[config.mk]
export PLATFORM = sky130hd
export DESIGN_NAME = mux_2x1_arbiter
export DESIGN_NICKNAME = d
export VERILOG_FILES = /design/src/rtl/mux_2x1_arbiter.sv
export SDC_FILE = /design/constraint.sdc
export NUM_CORES = 1
export LEC_CHECK = 0
export BUFFER_PORTS_ARGS = -buffer_cell sky130_fd_sc_hd__buf_2
export CAP_MARGIN = 5
export CELL_PAD_IN_SITES_DETAIL_PLACEMENT = 1
export CELL_PAD_IN_SITES_GLOBAL_PLACEMENT = 1
export CORE_MARGIN = 1.5
export CORE_UTILIZATION = 31
export DETAILED_ROUTE_END_ITERATION = 16
export PLACE_DENSITY = 0.75
export SLEW_MARGIN = 10
export SYNTH_ARGS = -nofsm -noshare
export SYNTH_HDL_FRONTEND = slang
export SYNTH_SLANG_ARGS = --single-unit
[constraint.sdc]
create_clock -name clk_i -period 2.5 [get_ports clk_i]
set_input_delay 0.5 -clock clk_i [delete_from_list [all_inputs] [get_ports clk_i]]
set_output_delay 0.5 -clock clk_i [all_outputs]
set_load 0.005 [all_outputs]
[src/rtl/mux_2x1_arbiter.sv]
// -----------------------------------------------------------------------------
// mux_2x1_arbiter
//   Round-robin, burst-locked arbiter that steers one of two valid/ready
//   requester streams through a 2:1 select into a registered output stage.
//   A grant is held until the granted port's LAST beat is accepted. Between
//   two grants there is always one IDLE cycle.
//
//   Build option:
//     MUX_ARB_BURST_LIMIT_EN  when defined, a grant is also released after
//                             MAX_BURST accepted beats without LAST. The
//                             preempted burst resumes on a later grant.
//
// Parameters
//   WIDTH        data width of both inputs and the output
//   MAX_BURST    beats per grant before forced re-arbitration (2..256);
//                only affects the build with MUX_ARB_BURST_LIMIT_EN
//
// Ports
//   clk_i           clock, rising edge
//   rst_n_i         asynchronous active-low reset
//   in0_valid_i     requester 0 beat valid
//   in0_data_i      requester 0 data
//   in0_last_i      requester 0 final beat of burst
//   in0_ready_o     requester 0 beat accepted when valid & ready
//   in1_valid_i     requester 1 beat valid
//   in1_data_i      requester 1 data
//   in1_last_i      requester 1 final beat of burst
//   in1_ready_o     requester 1 beat accepted when valid & ready
//   out_valid_o     registered output beat valid
//   out_data_o      registered output data
//   out_last_o      registered copy of the source LAST
//   out_src_o       source port of the current output beat
//   out_ready_i     consumer accepts when out_valid_o & out_ready_i
//   select_o        current grant (1 = port 1)
//
// state | meaning
// ------+-----------------------------------------------------------
// IDLE  | no grant; arbitrate between valid requesters
// BUSY0 | port 0 owns the output until its burst ends
// BUSY1 | port 1 owns the output until its burst ends
// -----------------------------------------------------------------------------
module mux_2x1_arbiter #(
    parameter int WIDTH     = 32,
    parameter int MAX_BURST = 16
) (
    input  logic             clk_i,
    input  logic             rst_n_i,
    input  logic             in0_valid_i,
    input  logic [WIDTH-1:0] in0_data_i,
    input  logic             in0_last_i,
    output logic             in0_ready_o,
    input  logic             in1_valid_i,
    input  logic [WIDTH-1:0] in1_data_i,
    input  logic             in1_last_i,
    output logic             in1_ready_o,
    output logic             out_valid_o,
    output logic [WIDTH-1:0] out_data_o,
    output logic             out_last_o,
    output logic             out_src_o,
    input  logic             out_ready_i,
    output logic             select_o
);

    if (MAX_BURST < 2 || MAX_BURST > 256) begin : g_bad_max_burst
        $error("mux_2x1_arbiter: MAX_BURST must be within 2..256");
    end

    typedef enum logic [1:0] {
        S_IDLE  = 2'd0,
        S_BUSY0 = 2'd1,
        S_BUSY1 = 2'd2
    } state_t;

    state_t           state_q, state_d;
    logic             rr_q, rr_d;        // 1 = port 1 wins the next contention
    logic             out_valid_q;
    logic [WIDTH-1:0] out_data_q;
    logic             out_last_q;
    logic             out_src_q;

    logic             slot_free;
    logic             acc0, acc1, acc, acc_last;
    logic             burst_end;
    logic             cur_port;

    // The output register can take a new beat when empty or being drained.
    assign slot_free   = !out_valid_q || out_ready_i;
    assign in0_ready_o = (state_q == S_BUSY0) && slot_free;
    assign in1_ready_o = (state_q == S_BUSY1) && slot_free;

    assign acc0     = in0_valid_i && in0_ready_o;
    assign acc1     = in1_valid_i && in1_ready_o;
    assign acc      = acc0 || acc1;
    assign acc_last = acc1 ? in1_last_i : in0_last_i;
    assign cur_port = (state_q == S_BUSY1);

`ifdef MUX_ARB_BURST_LIMIT_EN
    localparam int CNT_W = $clog2(MAX_BURST);
    localparam logic [CNT_W-1:0] CNT_TC = CNT_W'(MAX_BURST - 1);

    logic [CNT_W-1:0] cnt_q, cnt_d;

    // Terminal count on the MAX_BURST-th beat forces release even without LAST.
    assign burst_end = acc && (acc_last || (cnt_q == CNT_TC));

    always_comb begin
        cnt_d = cnt_q;
        if (burst_end) begin
            cnt_d = '0;
        end else if (acc) begin
            cnt_d = cnt_q + 1'b1;
        end
    end

    always_ff @(posedge clk_i or negedge rst_n_i) begin
        if (!rst_n_i) begin
            cnt_q <= '0;
        end else begin
            cnt_q <= cnt_d;
        end
    end
`else
    assign burst_end = acc && acc_last;
`endif

    always_comb begin
        state_d = state_q;
        rr_d    = rr_q;
        case (state_q)
            S_IDLE: begin
                if (in0_valid_i && in1_valid_i) begin
                    state_d = rr_q ? S_BUSY1 : S_BUSY0;
                end else if (in0_valid_i) begin
                    state_d = S_BUSY0;
                end else if (in1_valid_i) begin
                    state_d = S_BUSY1;
                end
            end
            S_BUSY0, S_BUSY1: begin
                if (burst_end) begin
                    state_d = S_IDLE;
                    rr_d    = !cur_port;
                end
            end
            default: state_d = S_IDLE;
        endcase
    end

    always_ff @(posedge clk_i or negedge rst_n_i) begin
        if (!rst_n_i) begin
            state_q <= S_IDLE;
            rr_q    <= 1'b0;
        end else begin
            state_q <= state_d;
            rr_q    <= rr_d;
        end
    end

    always_ff @(posedge clk_i or negedge rst_n_i) begin
        if (!rst_n_i) begin
            out_valid_q <= 1'b0;
            out_data_q  <= '0;
            out_last_q  <= 1'b0;
            out_src_q   <= 1'b0;
        end else if (acc) begin
            out_valid_q <= 1'b1;
            out_data_q  <= acc1 ? in1_data_i : in0_data_i;
            out_last_q  <= acc_last;
            out_src_q   <= acc1;
        end else if (out_ready_i) begin
            out_valid_q <= 1'b0;
        end
    end

    assign out_valid_o = out_valid_q;
    assign out_data_o  = out_data_q;
    assign out_last_o  = out_last_q;
    assign out_src_o   = out_src_q;
    assign select_o    = (state_q == S_BUSY1);

endmodule

==> results of run 1 <==
## sequential cells by signal, indices dropped and copies added (netlist names)
| signal | count |
|---|---|
| out_src_o | 1 |
| rr_q | 1 |
| out_valid_o | 1 |
| out_last_o | 1 |
| out_data_o | 32 |
| state_q | 2 |
## cell usage in the layout (no fill, tap or decap)
cell / synthesis / layout
sky130_fd_sc_hd__or4b_4: 1 / 1
sky130_fd_sc_hd__o22ai_1: 1 / 1
sky130_fd_sc_hd__a21oi_4: 0 / 1
sky130_fd_sc_hd__a21oi_1: 31 / 31
sky130_fd_sc_hd__buf_4: 3 / 4
sky130_fd_sc_hd__or2b_1: 2 / 2
sky130_fd_sc_hd__a21o_1: 1 / 1
sky130_fd_sc_hd__dfrtp_1: 38 / 38
sky130_fd_sc_hd__nand2_1: 4 / 4
sky130_fd_sc_hd__a21boi_0: 1 / 1
sky130_fd_sc_hd__mux2i_1: 33 / 33
sky130_fd_sc_hd__buf_2: 0 / 108
sky130_fd_sc_hd__clkbuf_1: 6 / 1
sky130_fd_sc_hd__and2_1: 2 / 2
sky130_fd_sc_hd__inv_1: 5 / 5
sky130_fd_sc_hd__nand3_1: 4 / 4
sky130_fd_sc_hd__ha_1: 3 / 3
sky130_fd_sc_hd__clkbuf_8: 0 / 6
sky130_fd_sc_hd__a32oi_1: 2 / 2
sky130_fd_sc_hd__a211oi_2: 1 / 1
sky130_fd_sc_hd__nor2_4: 0 / 1
sky130_fd_sc_hd__o211ai_1: 1 / 1
sky130_fd_sc_hd__o21ai_0: 1 / 1
sky130_fd_sc_hd__and2_4: 1 / 1
sky130_fd_sc_hd__nor2b_1: 1 / 1
sky130_fd_sc_hd__clkinv_2: 0 / 1
sky130_fd_sc_hd__and3_4: 1 / 1
sky130_fd_sc_hd__nor2_1: 32 / 32
## worst register-to-register path: stages, from the launching register on
cell and delay [ns]:
sky130_fd_sc_hd__dfrtp_1 0.37, sky130_fd_sc_hd__inv_1 0.09, sky130_fd_sc_hd__ha_1 0.27, sky130_fd_sc_hd__and2_4 0.18, sky130_fd_sc_hd__or4b_4 0.55, sky130_fd_sc_hd__a21boi_0 0.26, sky130_fd_sc_hd__mux2i_1 0.21
## cells by family after synthesis
| family | count (synthesis) | share of synthesized area [%] |
|---|---|---|
| buffers and inverters | 14 | 3.47 |
| DFF | 38 | 51.7 |
| and+or+nand+nor | 49 | 12.4 |
| muxes | 33 | 18.0 |
| adders and majority gates | 3 | 2.04 |
| AOI/OAI and AO/OA | 40 | 12.4 |
## worst min path at each step
stage                                end  slack [ns]  depth (start not counted)
5_1_grt        out_data_o[3]$_DFFE_PN0P_        0.38                          1
2_1_floorplan  out_data_o[0]$_DFFE_PN0P_        0.20                          0
6_report       out_data_o[3]$_DFFE_PN0P_        0.32                          1
3_5_place_dp       out_src_o$_DFFE_PN0P_        0.47                          1
3_3_place_gp       out_src_o$_DFFE_PN0P_        0.46                          1
4_1_cts        out_data_o[3]$_DFFE_PN0P_        0.35                          1
## layout make-up
cell class / instances / area, um^2 / area share, %
tap: 72 / 90.1 / 3.52
clock buffer: 7 / 86.3 / 3.37
sequential: 38 / 951 / 37.2
timing repair buffer: 112 / 571 / 22.3
multi-input combinational: 125 / 837 / 32.7
inverter: 5 / 18.8 / 0.733
clock inverter: 1 / 5.00 / 0.196
## power breakdown
| group | internal, mW | switching [mW] | leakage, nW | total [mW] |
|---|---|---|---|---|
| logic | 0.590 | 0.644 | 0.737 | 1.23 |
| clock network | 0.222 | 0.205 | 0.0482 | 0.428 |
| registers | 0.917 | 0.143 | 0.425 | 1.06 |
| total | 1.73 | 0.992 | 1.21 | 2.72 |
## metrics by stage
step | area, um^2 | hold WS [ns] | total power, mW
global route | 2560 | 0.376 | 2.97
floorplan | 1840 | 0.204 | 1.79
CTS | 2560 | 0.348 | 2.77
global placement | 2470 | 0.458 | 2.27
finish | 2560 | 0.325 | 2.72
detailed placement | 2470 | 0.468 | 2.33
## per-layer routing
metal	vias to the layer above	GRT usage [%]	wire length [um]
met3	2	5.37	407
met2	65	25.5	2310
met5	-	0	0
met1	786	18.5	1940
met4	0	5.52	23
li1	829	-	-
==> results by stage, run 1 <==
Outcome:
- The run finished with clean final reports.

GRT:
- Entering global routing, the biggest net connects 47 pins.
- The initial antenna violation count came to 0.
- The via count of the first global-routing pass is 1,694.
- The total global-route track usage is 15.4%.
- The total overflow left after global routing is 0.
- The first global-routing pass estimated 7650 um of wire.

Clock network:
- The clock tree synthesis step divided the H-tree into 2 levels.
- Once the clock tree was built, the resizer swapped 0 gates to a different size.
- In this run the clock root is driven by a sky130_fd_sc_hd__clkbuf_8.
- The number of buffers created by CTS is 5.
- The clock latency reported for the late side of the worst-skew pair is 0.28 ns.
- The CTS clock-pin slew for the worst setup and hold paths is 0.07 ns.
- TritonCTS built the clock tree.
- The number of sinks handled by clock tree synthesis is 38.
- Counting along the longest clock path gives a buffer depth of 2.
- The number of setup buffers added after CTS is 0.
- The count of hold buffers inserted by post-cts repair is 0.

Placement:
- OpenSTA, run right after detailed placement, puts the worst setup slack at 0.520 ns.
- At the end of routability-driven placement, the weighted congestion stood at 0.792.
- The wire-length estimate of the detail-placed layout is 3590 um.
- The count of buffers from port buffering is 108.
- In this run, placement finished with an instance count of 352.

Setup path:
- The startpoint type of the worst setup path is a flop.
- The setup path with the least slack is of type reg -> reg.
- Counting both buffers and inverters, the worst setup path holds a total of 1.
- For this design, the slowest cell found on the critical path is sky130_fd_sc_hd__or4b_4.
- Measured in cells, the most critical reg-to-reg path has a length of 6.
- The kind of cell with the highest combined delay along the critical path is simple AND/OR/NAND/NOR gates.
- The type of destination of the critical path is a flop.
- In this run the critical register-to-register path is captured at rr_q$_DFFE_PN0P_.
- Following the worst setup path forward leads to its endpoint at rr_q$_DFFE_PN0P_.
- On the worst path, the slowest cell contributes a delay of 0.55 ns.
- Traced cell by cell, the critical path runs through inv_1, ha_1, and2_4, or4b_4, a21boi_0, mux2i_1.
- At the worst endpoint, the required time is 2.71 ns.
- Data on the critical path arrives at its endpoint at 2.21 ns.
- The largest fanout of any net on the critical path is 5.
- The depth of the critical timing path with buffers and inverters included is 6.
- The launch point of the worst path is state_q[0]$_DFFE_PN0P_.
- The startpoint of the lowest-slack register-to-register path is state_q[0]$_DFFE_PN0P_.
- Across all register-to-register paths, the minimum setup slack is 0.50 ns.

Routing:
- The number of vias in the routed layout is 1,682.
- In this run the remaining antenna-violating nets after routing total 0.
- The vias per cell is 4.67.
- Dividing the detail-routed wire length by the instance count gives 13.0 um.
- After detailed routing, the number of remaining DRC violations is 0.
- The final wirelength is 4680 um.
- For this run, the detailed router's first-pass iteration total came to 4.
- The violation count after the first detailed-route iteration is 31.

Timing:
- The post-route minimum period is 2.00 ns.
- The count of final max-slew check failures is 0.
- Setup repair after global routing left no endpoint under its margin.
- Setup violations remaining at the end of the flow were counted as 0.
- The ratio of final minimum period to clock period is 79.9%.
- The setup TNS is 0 ns.
- The fmax is 500 MHz.
- The post-route worst setup slack is 0.502 ns.
- The worst pin sits at a relative slew slack of 42.4%.
- The count of final hold-check violations is 0.
- The post-route clock skew is 0.00412 ns.
- For the pin with the worst max-slew slack, the measured transition is 0.864 ns.

Yosys:
- After synthesis, flip-flops and latches occupy 51.7% of the total area.
- In the post-synthesis netlist, the biggest area contributors are sky130_fd_sc_hd__dfrtp_1 52%, sky130_fd_sc_hd__mux2i_1 18%, sky130_fd_sc_hd__a21oi_1 8.4%, sky130_fd_sc_hd__nor2_1 6.5%, sky130_fd_sc_hd__ha_1 2.0%.
- The most common cell in the synthesized netlist is sky130_fd_sc_hd__dfrtp_1.
- The number of enable-type register cells in the synthesized netlist is 0.
- After synthesis, the share of flip-flops with an asynchronous set or reset is 100%.
- By count the netlist is led by 38 x sky130_fd_sc_hd__dfrtp_1, 33 x sky130_fd_sc_hd__mux2i_1, 32 x sky130_fd_sc_hd__nor2_1.
- Yosys printed 0 warnings.
- The area fraction of the dominant cell type after synthesis is 51.7%.
- Summed over all instances, the cell type with the most area after synthesis is sky130_fd_sc_hd__dfrtp_1.
- The primary flip-flop cell chosen by synthesis mapping is sky130_fd_sc_hd__dfrtp_1.
- The average cell area after synthesis is 10.4 um^2.
- The netlist uses 25 different library cells.
- The number of nets in the synthesized netlist is 251.
- The number of instances in the synthesized netlist is 177.
- After synthesis the cells add up to 0.00184 mm^2.
- The synthesized flop and latch total is 38.

Layout:
- The count of cells in the finished layout, fillers not included, comes to 360.
- The post-synthesis to final-layout area growth is 39.1%.
- The final net count is 361.
- The fill cell total of the finished layout is 707.
- The end-of-flow core utilization is 45.6%.
- The number of antenna diodes in the final layout is 0.
- Cells with a size suffix above 1 make up 43.4% of the layout.

Floorplan:
- The starting density of the core is 32.8%.
- The number of rows in the core area is 27.
- The height of the die is 80.0 um.
- The die extent in x is 80.0 um.
- For this design the top-level I/O count stands at 109.
- The floorplan step defined a die boundary enclosing 0.00640 mm^2.
- The area of the placeable core is 0.00561 mm^2.

Power and ir drop:
- Dividing total power by cell area gives a power density of 1060 mW/mm^2.
- Summed over all cells, the static leakage comes to 1.21 nW.
- The peak supply drop is 0.326 mV.

Job:
- Max-cap violations in this run came to 0.

Hold path:
- The path class of the tightest hold or removal check is in -> async.
Note: power is estimated with default switching activity, not from simulation.
==> inputs of run 2 (changes only) <==
--- a/config.mk
+++ b/config.mk
@@ -10,9 +10,9 @@
 export CELL_PAD_IN_SITES_DETAIL_PLACEMENT = 1
 export CELL_PAD_IN_SITES_GLOBAL_PLACEMENT = 1
 export CORE_MARGIN = 1.5
-export CORE_UTILIZATION = 31
+export CORE_UTILIZATION = 28
 export DETAILED_ROUTE_END_ITERATION = 16
-export PLACE_DENSITY = 0.75
+export PLACE_DENSITY = 0.72
 export SLEW_MARGIN = 10
 export SYNTH_ARGS = -nofsm -noshare
 export SYNTH_HDL_FRONTEND = slang
==> constraint.sdc (replaced) <==
create_clock -name clk_i -period 1.73 [get_ports clk_i]
set_input_delay 0.346 -clock clk_i [delete_from_list [all_inputs] [get_ports clk_i]]
set_output_delay 0.346 -clock clk_i [all_outputs]
set_load 0.005 [all_outputs]
==> results by stage, run 2 (synthesized netlist as in run 1, its figures left out) <==
Timing:
- The post-route minimum period is 1.75 ns (-0.249 ns).
- The fmax is 571 MHz (+14%).
- The post-route clock skew is 0.00233 ns (-0.00179 ns).
- The count of final max-slew check failures is 0 (unchanged).
- The setup TNS was -0.0198 ns (-0.0198 ns).
- The count of final hold-check violations came to 0 (unchanged).
- The ratio of final minimum period to clock period is 101% (+21 points).
- The worst-margin pin slew was 0.458 ns (-0.407 ns).
- Setup repair after global routing could not meet its margin everywhere.
- The final count of negative-setup-slack endpoints was 1 (+1).
- The worst max-slew margin expressed relative to the limit came to 69.4% (+27 points).
- The worst hold-check slack is 0.295 ns (-0.0296 ns).
- The post-route worst setup slack is -0.0198 ns (-0.521 ns).

Routing:
- The count of nets left with antenna violations after detail routing was 0 (unchanged).
- The final wirelength came to 5240 um (+12%).
- The detailed-routing iteration count for the pre-antenna-repair pass was 2 (-2).
- The average wire per standard cell came to 13.8 um (+6.5%).
- The vias per cell was 4.56 (-2.5%).
- The post-route DRC violation count is 0 (unchanged).
- The number of vias in the routed layout is 1,722 (+2.4%).
- The violation count after the first detailed-route iteration is 44 (+42%).

GRT:
- The total overflow reported by the global router is 0 (unchanged).
- The pin count of the biggest net entering global routing is 34 (-28%).
- The initial antenna violation count came to 0 (unchanged).
- The global-route wire length before repair is 8220 um (+7.6%).
- The total global-route track usage is 14.5% (-0.94 points).
- The via count of the first global-routing pass is 1,830 (+8.0%).

Outcome:
- The run finished, with violations left.
- The checks that failed: setup timing.

Layout:
- The number of flip-flops under the largest register name is 32 (unchanged).
- The post-synthesis to final-layout area growth is 55.5%.
- The share of final-layout standard cells stronger than drive strength 1 came to 50.2% (+6.8 points).
- In the layout the commonest cells are 108 x sky130_fd_sc_hd__buf_2, 38 x sky130_fd_sc_hd__dfrtp_1, 32 x sky130_fd_sc_hd__nor2_1.
- The final net count is 375 (+3.9%).
- The non-filler instance count after layout was 378 (+5.0%).
- The final design instance area without fill is 0.00286 mm^2 (+12%).
- The number of antenna diodes is 0 (unchanged).
- The most common cell after layout, fill and taps aside is sky130_fd_sc_hd__buf_2.
- The end-of-flow core utilization is 45.0% (-0.58 points).

Job:
- The number of maximum-capacitance violations was 0 (unchanged).

Floorplan:
- The number of ports placed on the die boundary is 109 (unchanged).
- The starting density of the core was 29.0% (-3.8 points).
- The area of the placeable core came to 0.00635 mm^2 (+13%).
- The height of the die is 84.1 um (+5.0%).
- The number of rows in the core area came to 29 (+7.4%).
- The total die area is 0.00706 mm^2 (+10%).
- The die extent in x came to 84.1 um (+5.0%).

Setup path:
- The required arrival time at the worst endpoint came to 1.93 ns (-0.78 ns).
- The worst setup path is captured at a flop.
- The highest cell delay on the worst timing path was 0.56 ns (about the same).
- The slowest cell on the critical path is sky130_fd_sc_hd__or4b_4.
- In this run the critical register-to-register path is launched from state_q[1]$_DFFE_PN0P_.
- The type of the worst setup path is reg -> reg.
- The critical path arrival is 1.95 ns (-0.26 ns).
- The gate family responsible for the most delay along the worst path is simple AND/OR/NAND/NOR gates.
- The largest fanout of any net on the critical path is 5 (unchanged).
- Tracing the worst setup path back leads to its startpoint at state_q[1]$_DFFE_PN0P_.
- Walking the worst path, the cells encountered are ha_4, and2_4, or4b_4, and3_4, a211oi_2.
- The combined buffer and inverter count along the critical path is 0 (-1).
- STA classifies the critical path startpoint as a flop.

Clock network:
- The tree is rooted in a sky130_fd_sc_hd__clkbuf_8.
- The number of buffers created by CTS is 5 (unchanged).
- The number of sinks handled by clock tree synthesis is 38 (unchanged).
- The CTS clock-pin slew for the worst setup and hold paths came to 0.07 ns (about the same).
- The largest buffer count on any clock path is 2 (unchanged).
- The TritonCTS clock tree is built.
- The clock latency reported for the late side of the worst-skew pair is 0.28 ns (about the same).
- The total number of H-tree levels is 2 (unchanged).

Placement:
- The placement-stage cell area is 0.00258 mm^2 (+4.6%).
- The number of placed instances, taps included is 363 (+3.1%).
- The placement-stage worst setup slack is -0.0176 ns (-0.537 ns).
- The placed wire-length estimate came to 3920 um (+9.1%).
- The count of buffers from port buffering is 108 (unchanged).
- The routability congestion estimate from global placement was 0.837 (+5.6%).

Power and ir drop:
- The total power is 4.46 mW (+64%).
- The power density over the cells came to 1560 mW/mm^2 (+47%).
- The leakage power of the design was 1.33 nW (+9.9%).
- The peak supply drop is 0.702 mV (+120%).

Hold path:
- The worst hold path startpoint is in1_data_i[6].
- The worst hold path belongs to the class in -> reg.
## run 2: cell count changes in the layout (fill, tap and decap cells not counted), sizes merged
cell	previous run	this run
clkinv	1	0
clkbuf	7	8
bufinv	0	1
buf	112	123
dlygate4sd3	0	1
## run 2: final cells by class
type,count,area [um^2]
Timing Repair Buffer,126,763
Sequential cell,38,951
Fill cell,760,3490
Clock buffer,6,82.6
Multi-Input combinational cell,125,918
Inverter,5,18.8
Clock inverter,1,30.0
Tap cell,77,96.3
## run 2: worst paths after layout
path | end | slack [ns] | depth (start not counted)
setup / recovery | state_q[0]$_DFFE_PN0P_ | -0.02 | 5
hold / removal | out_data_o[6]$_DFFE_PN0P_ | 0.30 | 3
setup reg to reg | state_q[0]$_DFFE_PN0P_ | -0.02 | 5
hold reg to reg | out_src_o$_DFFE_PN0P_ | 0.49 | 1
max in group asynchronous | out_data_o[7]$_DFFE_PN0P_ | 0.86 | 3
min in group asynchronous | out_data_o[8]$_DFFE_PN0P_ | 0.42 | 2
## run 2: power by group
part / internal, mW / leakage, nW / total, mW / switching [mW]
logic: 1.12 / 0.847 / 2.16 / 1.04
clock network: 0.461 / 0.0573 / 0.758 / 0.297
registers: 1.32 / 0.425 / 1.55 / 0.220
total: 2.90 / 1.33 / 4.46 / 1.56
## run 2: worst min-delay path, delay by kind of cell
kind / cells / cell delay [ns]
compound gates: 1 / 0.07
buf+inv: 1 / 0.08
simple gates: 1 / 0.04
## run 2: layer usage
layer	up-vias	part of all wire, %	GRT usage (%)
li1	860	-	-
met4	0	0.73	4.02
met2	57	53	27.0
met3	5	5.9	3.96
met1	800	40	15.9
met5	-	0	0
## run 2: timing repair
action | 4_1_cts | 5_1_grt
buffers inserted | 1 | 4
endpoints found under the hold margin | 5 | 0
pin swaps | 4 | 5
hold buffers | 1 | 0
setup endpoints to repair | 4 | 6
gates cloned | 0 | 2
gates resized for setup | 6 | 8
==> inputs of run 3 (changes only) <==
--- a/config.mk
+++ b/config.mk
@@ -10,9 +10,10 @@
 export CELL_PAD_IN_SITES_DETAIL_PLACEMENT = 1
 export CELL_PAD_IN_SITES_GLOBAL_PLACEMENT = 1
 export CORE_MARGIN = 1.5
-export CORE_UTILIZATION = 28
+export CORE_UTILIZATION = 29
+export CTS_BUF_LIST = sky130_fd_sc_hd__clkbuf_4
 export DETAILED_ROUTE_END_ITERATION = 16
-export PLACE_DENSITY = 0.72
+export PLACE_DENSITY = 0.74
 export SLEW_MARGIN = 10
 export SYNTH_ARGS = -nofsm -noshare
 export SYNTH_HDL_FRONTEND = slang
==> results by stage, run 3 (synthesized netlist as in run 1, its figures left out) <==
Routing:
- The vias per cell was 4.76 (+4.4%).
- The detailed-routing iteration count for the pre-antenna-repair pass is 4 (+2).
- The post-route DRC violation count is 0 (unchanged).
- The violation count after the first detailed-route iteration is 25 (-43%).
- The final wirelength came to 5970 um (+14%).
- The count of nets left with antenna violations after detail routing is 0 (unchanged).
- The average wire per standard cell was 15.6 um (+13%).
- The number of vias in the routed layout is 1,817 (+5.5%).

Setup path:
- The largest fanout of any net on the critical path was 5 (unchanged).
- The type of the worst setup path is reg -> reg.
- The length in cells of the worst reg-to-reg path is 6 (+1).
- The worst setup path is launched from a flop.
- The worst setup slack for register-to-register paths is -0.05 ns (-0.03 ns).
- The critical path arrival is 2.04 ns (+0.09 ns).
- The type of destination of the critical path is a flop.
- The required arrival time at the worst endpoint is 1.98 ns (+0.05 ns).

Placement:
- The placed wire-length estimate is 4100 um (+4.8%).
- The routability congestion estimate from global placement is 0.837 (about the same).
- The count of buffers from port buffering is 108 (unchanged).
- The placement-stage cell area is 0.00255 mm^2 (-1.3%).
- The placement-stage worst setup slack is -0.0561 ns (-0.0385 ns).

Clock network:
- The clock latency reported for the late side of the worst-skew pair was 0.33 ns (+0.05 ns).
- The CTS clock-pin slew for the worst setup and hold paths came to 0.11 ns (+0.04 ns).
- The clock root buffer is sky130_fd_sc_hd__clkbuf_4.
- The TritonCTS clock tree is built.
- The number of sinks handled by clock tree synthesis is 38 (unchanged).
- The number of buffers created by CTS was 5 (unchanged).
- The largest buffer count on any clock path is 2 (unchanged).
- The total number of H-tree levels is 2 (unchanged).

Power and ir drop:
- The portion of total power attributed to the clock network was 10.1% (-6.9 points).
- The power density over the cells is 1550 mW/mm^2 (-0.85%).
- The leakage power of the design came to 1.34 nW (+0.44%).
- The fraction of power consumed by combinational cells is 54.9% (+6.6 points).
- The fraction of power spent switching nets is 37.9% (+3.0 points).
- The peak supply drop is 0.550 mV (-22%).
- The design internal power is 2.79 mW (-4.0%).
- The total power is 4.49 mW (+0.71%).
- The net switching component of the power is 1.70 mW (+9.4%).
- The part of the total power dissipated in sequential elements came to 35.0% (+0.3 points).

Layout:
- The share of final-layout standard cells stronger than drive strength 1 came to 53.4% (+3.3 points).
- The number of antenna diodes is 0 (unchanged).
- The final design instance area without fill is 0.00291 mm^2 (+1.6%).
- Leaving out fill and tap cells, the most frequent cell in the layout is sky130_fd_sc_hd__buf_2.
- The number of flip-flops under the largest register name is 32 (unchanged).
- The top cell types in the final layout, fill and taps aside, are 108 x sky130_fd_sc_hd__buf_2, 38 x sky130_fd_sc_hd__dfrtp_1, 33 x sky130_fd_sc_hd__mux2i_1.
- The final net count is 380 (+1.3%).
- The post-synthesis to final-layout area growth is 58.0%.
- The end-of-flow core utilization came to 48.2% (+3.2 points).

GRT:
- The pin count of the biggest net entering global routing is 43 (+26%).
- The via count of the first global-routing pass is 1,614 (-12%).
- The global-route wire length before repair is 7650 um (-7.0%).
- The total overflow reported by the global router is 0 (unchanged).
- The initial antenna violation count is 0 (unchanged).
- The total global-route track usage is 15.0% (+0.57 points).

Timing:
- The count of final max-slew check failures came to 0 (unchanged).
- The count of final hold-check violations is 0 (unchanged).
- The worst-margin pin slew is 0.491 ns (+0.0338 ns).
- The fmax was 561 MHz (-1.8%).
- Setup repair after global routing could not meet its margin everywhere.
- The final count of negative-setup-slack endpoints came to 4 (+3).
- The setup TNS is -0.126 ns (-0.107 ns).
- The post-route clock skew is 0.00799 ns (+0.00566 ns).
- The post-route minimum period is 1.78 ns (+0.0329 ns).
- The worst max-slew margin expressed relative to the limit was 67.2% (-2.3 points).
- The post-route worst setup slack is -0.0527 ns (-0.0329 ns).
- The ratio of final minimum period to clock period is 103% (+1.9 points).

Job:
- The number of maximum-capacitance violations was 0 (unchanged).

Hold path:
- The number of instances on the worst hold path came to 3 (unchanged).
- The class of the most critical hold timing path is in -> reg.

Floorplan:
- The total die area was 0.00683 mm^2 (-3.3%).
- The number of rows in the core area was 28 (-3.4%).
- The starting density of the core came to 30.5% (+1.6 points).
- The die extent in x is 82.6 um (-1.7%).
- The area of the placeable core is 0.00603 mm^2 (-5.1%).
- The number of ports placed on the die boundary is 109 (unchanged).
- The height of the die is 82.6 um (-1.7%).

Outcome:
- The checks that failed: setup timing.
- The flow ran to the end, but the final reports show violations.
==> run 3: changes by cell type in the layout (fill, tap and decap cells not counted), moves of 4 or more <==
cell / previous run / this run
sky130_fd_sc_hd__nor2_1: 32 / 22
sky130_fd_sc_hd__clkbuf_4: 0 / 6
sky130_fd_sc_hd__mux2i_1: 29 / 33
sky130_fd_sc_hd__buf_6: 0 / 7
sky130_fd_sc_hd__buf_4: 11 / 7
sky130_fd_sc_hd__nor2_2: 0 / 10
sky130_fd_sc_hd__clkbuf_8: 6 / 0
==> run 3: per-stage QoR <==
step,hold WS (ns),instances
after floorplan,0.0504,177
after global placement,0.330,362
after detailed placement,0.333,362
after CTS,0.216,372
after global routing,0.218,382
final,0.226,382
==> run 3: final timing paths <==
path,start,end
max reg2reg,state_q[1]$_DFFE_PN0P_,state_q[1]$_DFFE_PN0P_
min,in1_data_i[6],out_data_o[6]$_DFFE_PN0P_
max in group asynchronous,rst_n_i,out_data_o[29]$_DFFE_PN0P_
min in group asynchronous,rst_n_i,out_data_o[6]$_DFFE_PN0P_
min reg2reg,out_src_o$_DFFE_PN0P_,out_src_o$_DFFE_PN0P_
max,state_q[1]$_DFFE_PN0P_,state_q[1]$_DFFE_PN0P_
==> run 3: area by class of cell <==
class	instances	area, um^2
Multi-Input combinational cell	125	931
Clock inverter	2	8.76
Sequential cell	38	951
Timing Repair Buffer	131	857
Inverter	5	18.8
Tap cell	75	93.8
Fill cell	739	3120
Clock buffer	6	45.0
==> run 3: what timing repair did <==
action / in CTS / in global routing
hold endpoints to repair: 19 / 0
setup buffers: 1 / 4
gates cloned: 0 / 6
pin swaps: 2 / 13
resized for setup: 8 / 24
endpoints found under the setup margin: 18 / 36
hold buffers: 1 / 0
==> run 3: power by group through the flow <==
stage	Sequential, mW	Clock (mW)	Combinational, mW
6_report	1.57	0.454	2.47
5_1_grt	1.63	0.513	2.70
4_1_cts	1.55	0.476	2.00
3_5_place_dp	1.56	0	1.95
3_3_place_gp	1.55	0	1.86
2_1_floorplan	1.60	0	1.02
==> run 3: critical path, stage by stage (launching register included) <==
cell,delay [ns]
sky130_fd_sc_hd__dfrtp_1,0.45
sky130_fd_sc_hd__inv_2,0.11
sky130_fd_sc_hd__ha_4,0.14
sky130_fd_sc_hd__nand2_2,0.07
sky130_fd_sc_hd__or4b_4,0.57
sky130_fd_sc_hd__and3_4,0.19
sky130_fd_sc_hd__o22ai_2,0.19
==> run 3: metal layers <==
metal / GRT usage, % / wire length (um) / vias to the layer above
li1: - / - / 872
met1: 19.1 / 2560 / 871
met2: 24.8 / 2990 / 67
met3: 4.51 / 351 / 7
met4: 4.17 / 63 / 0
met5: 0 / 0 / -
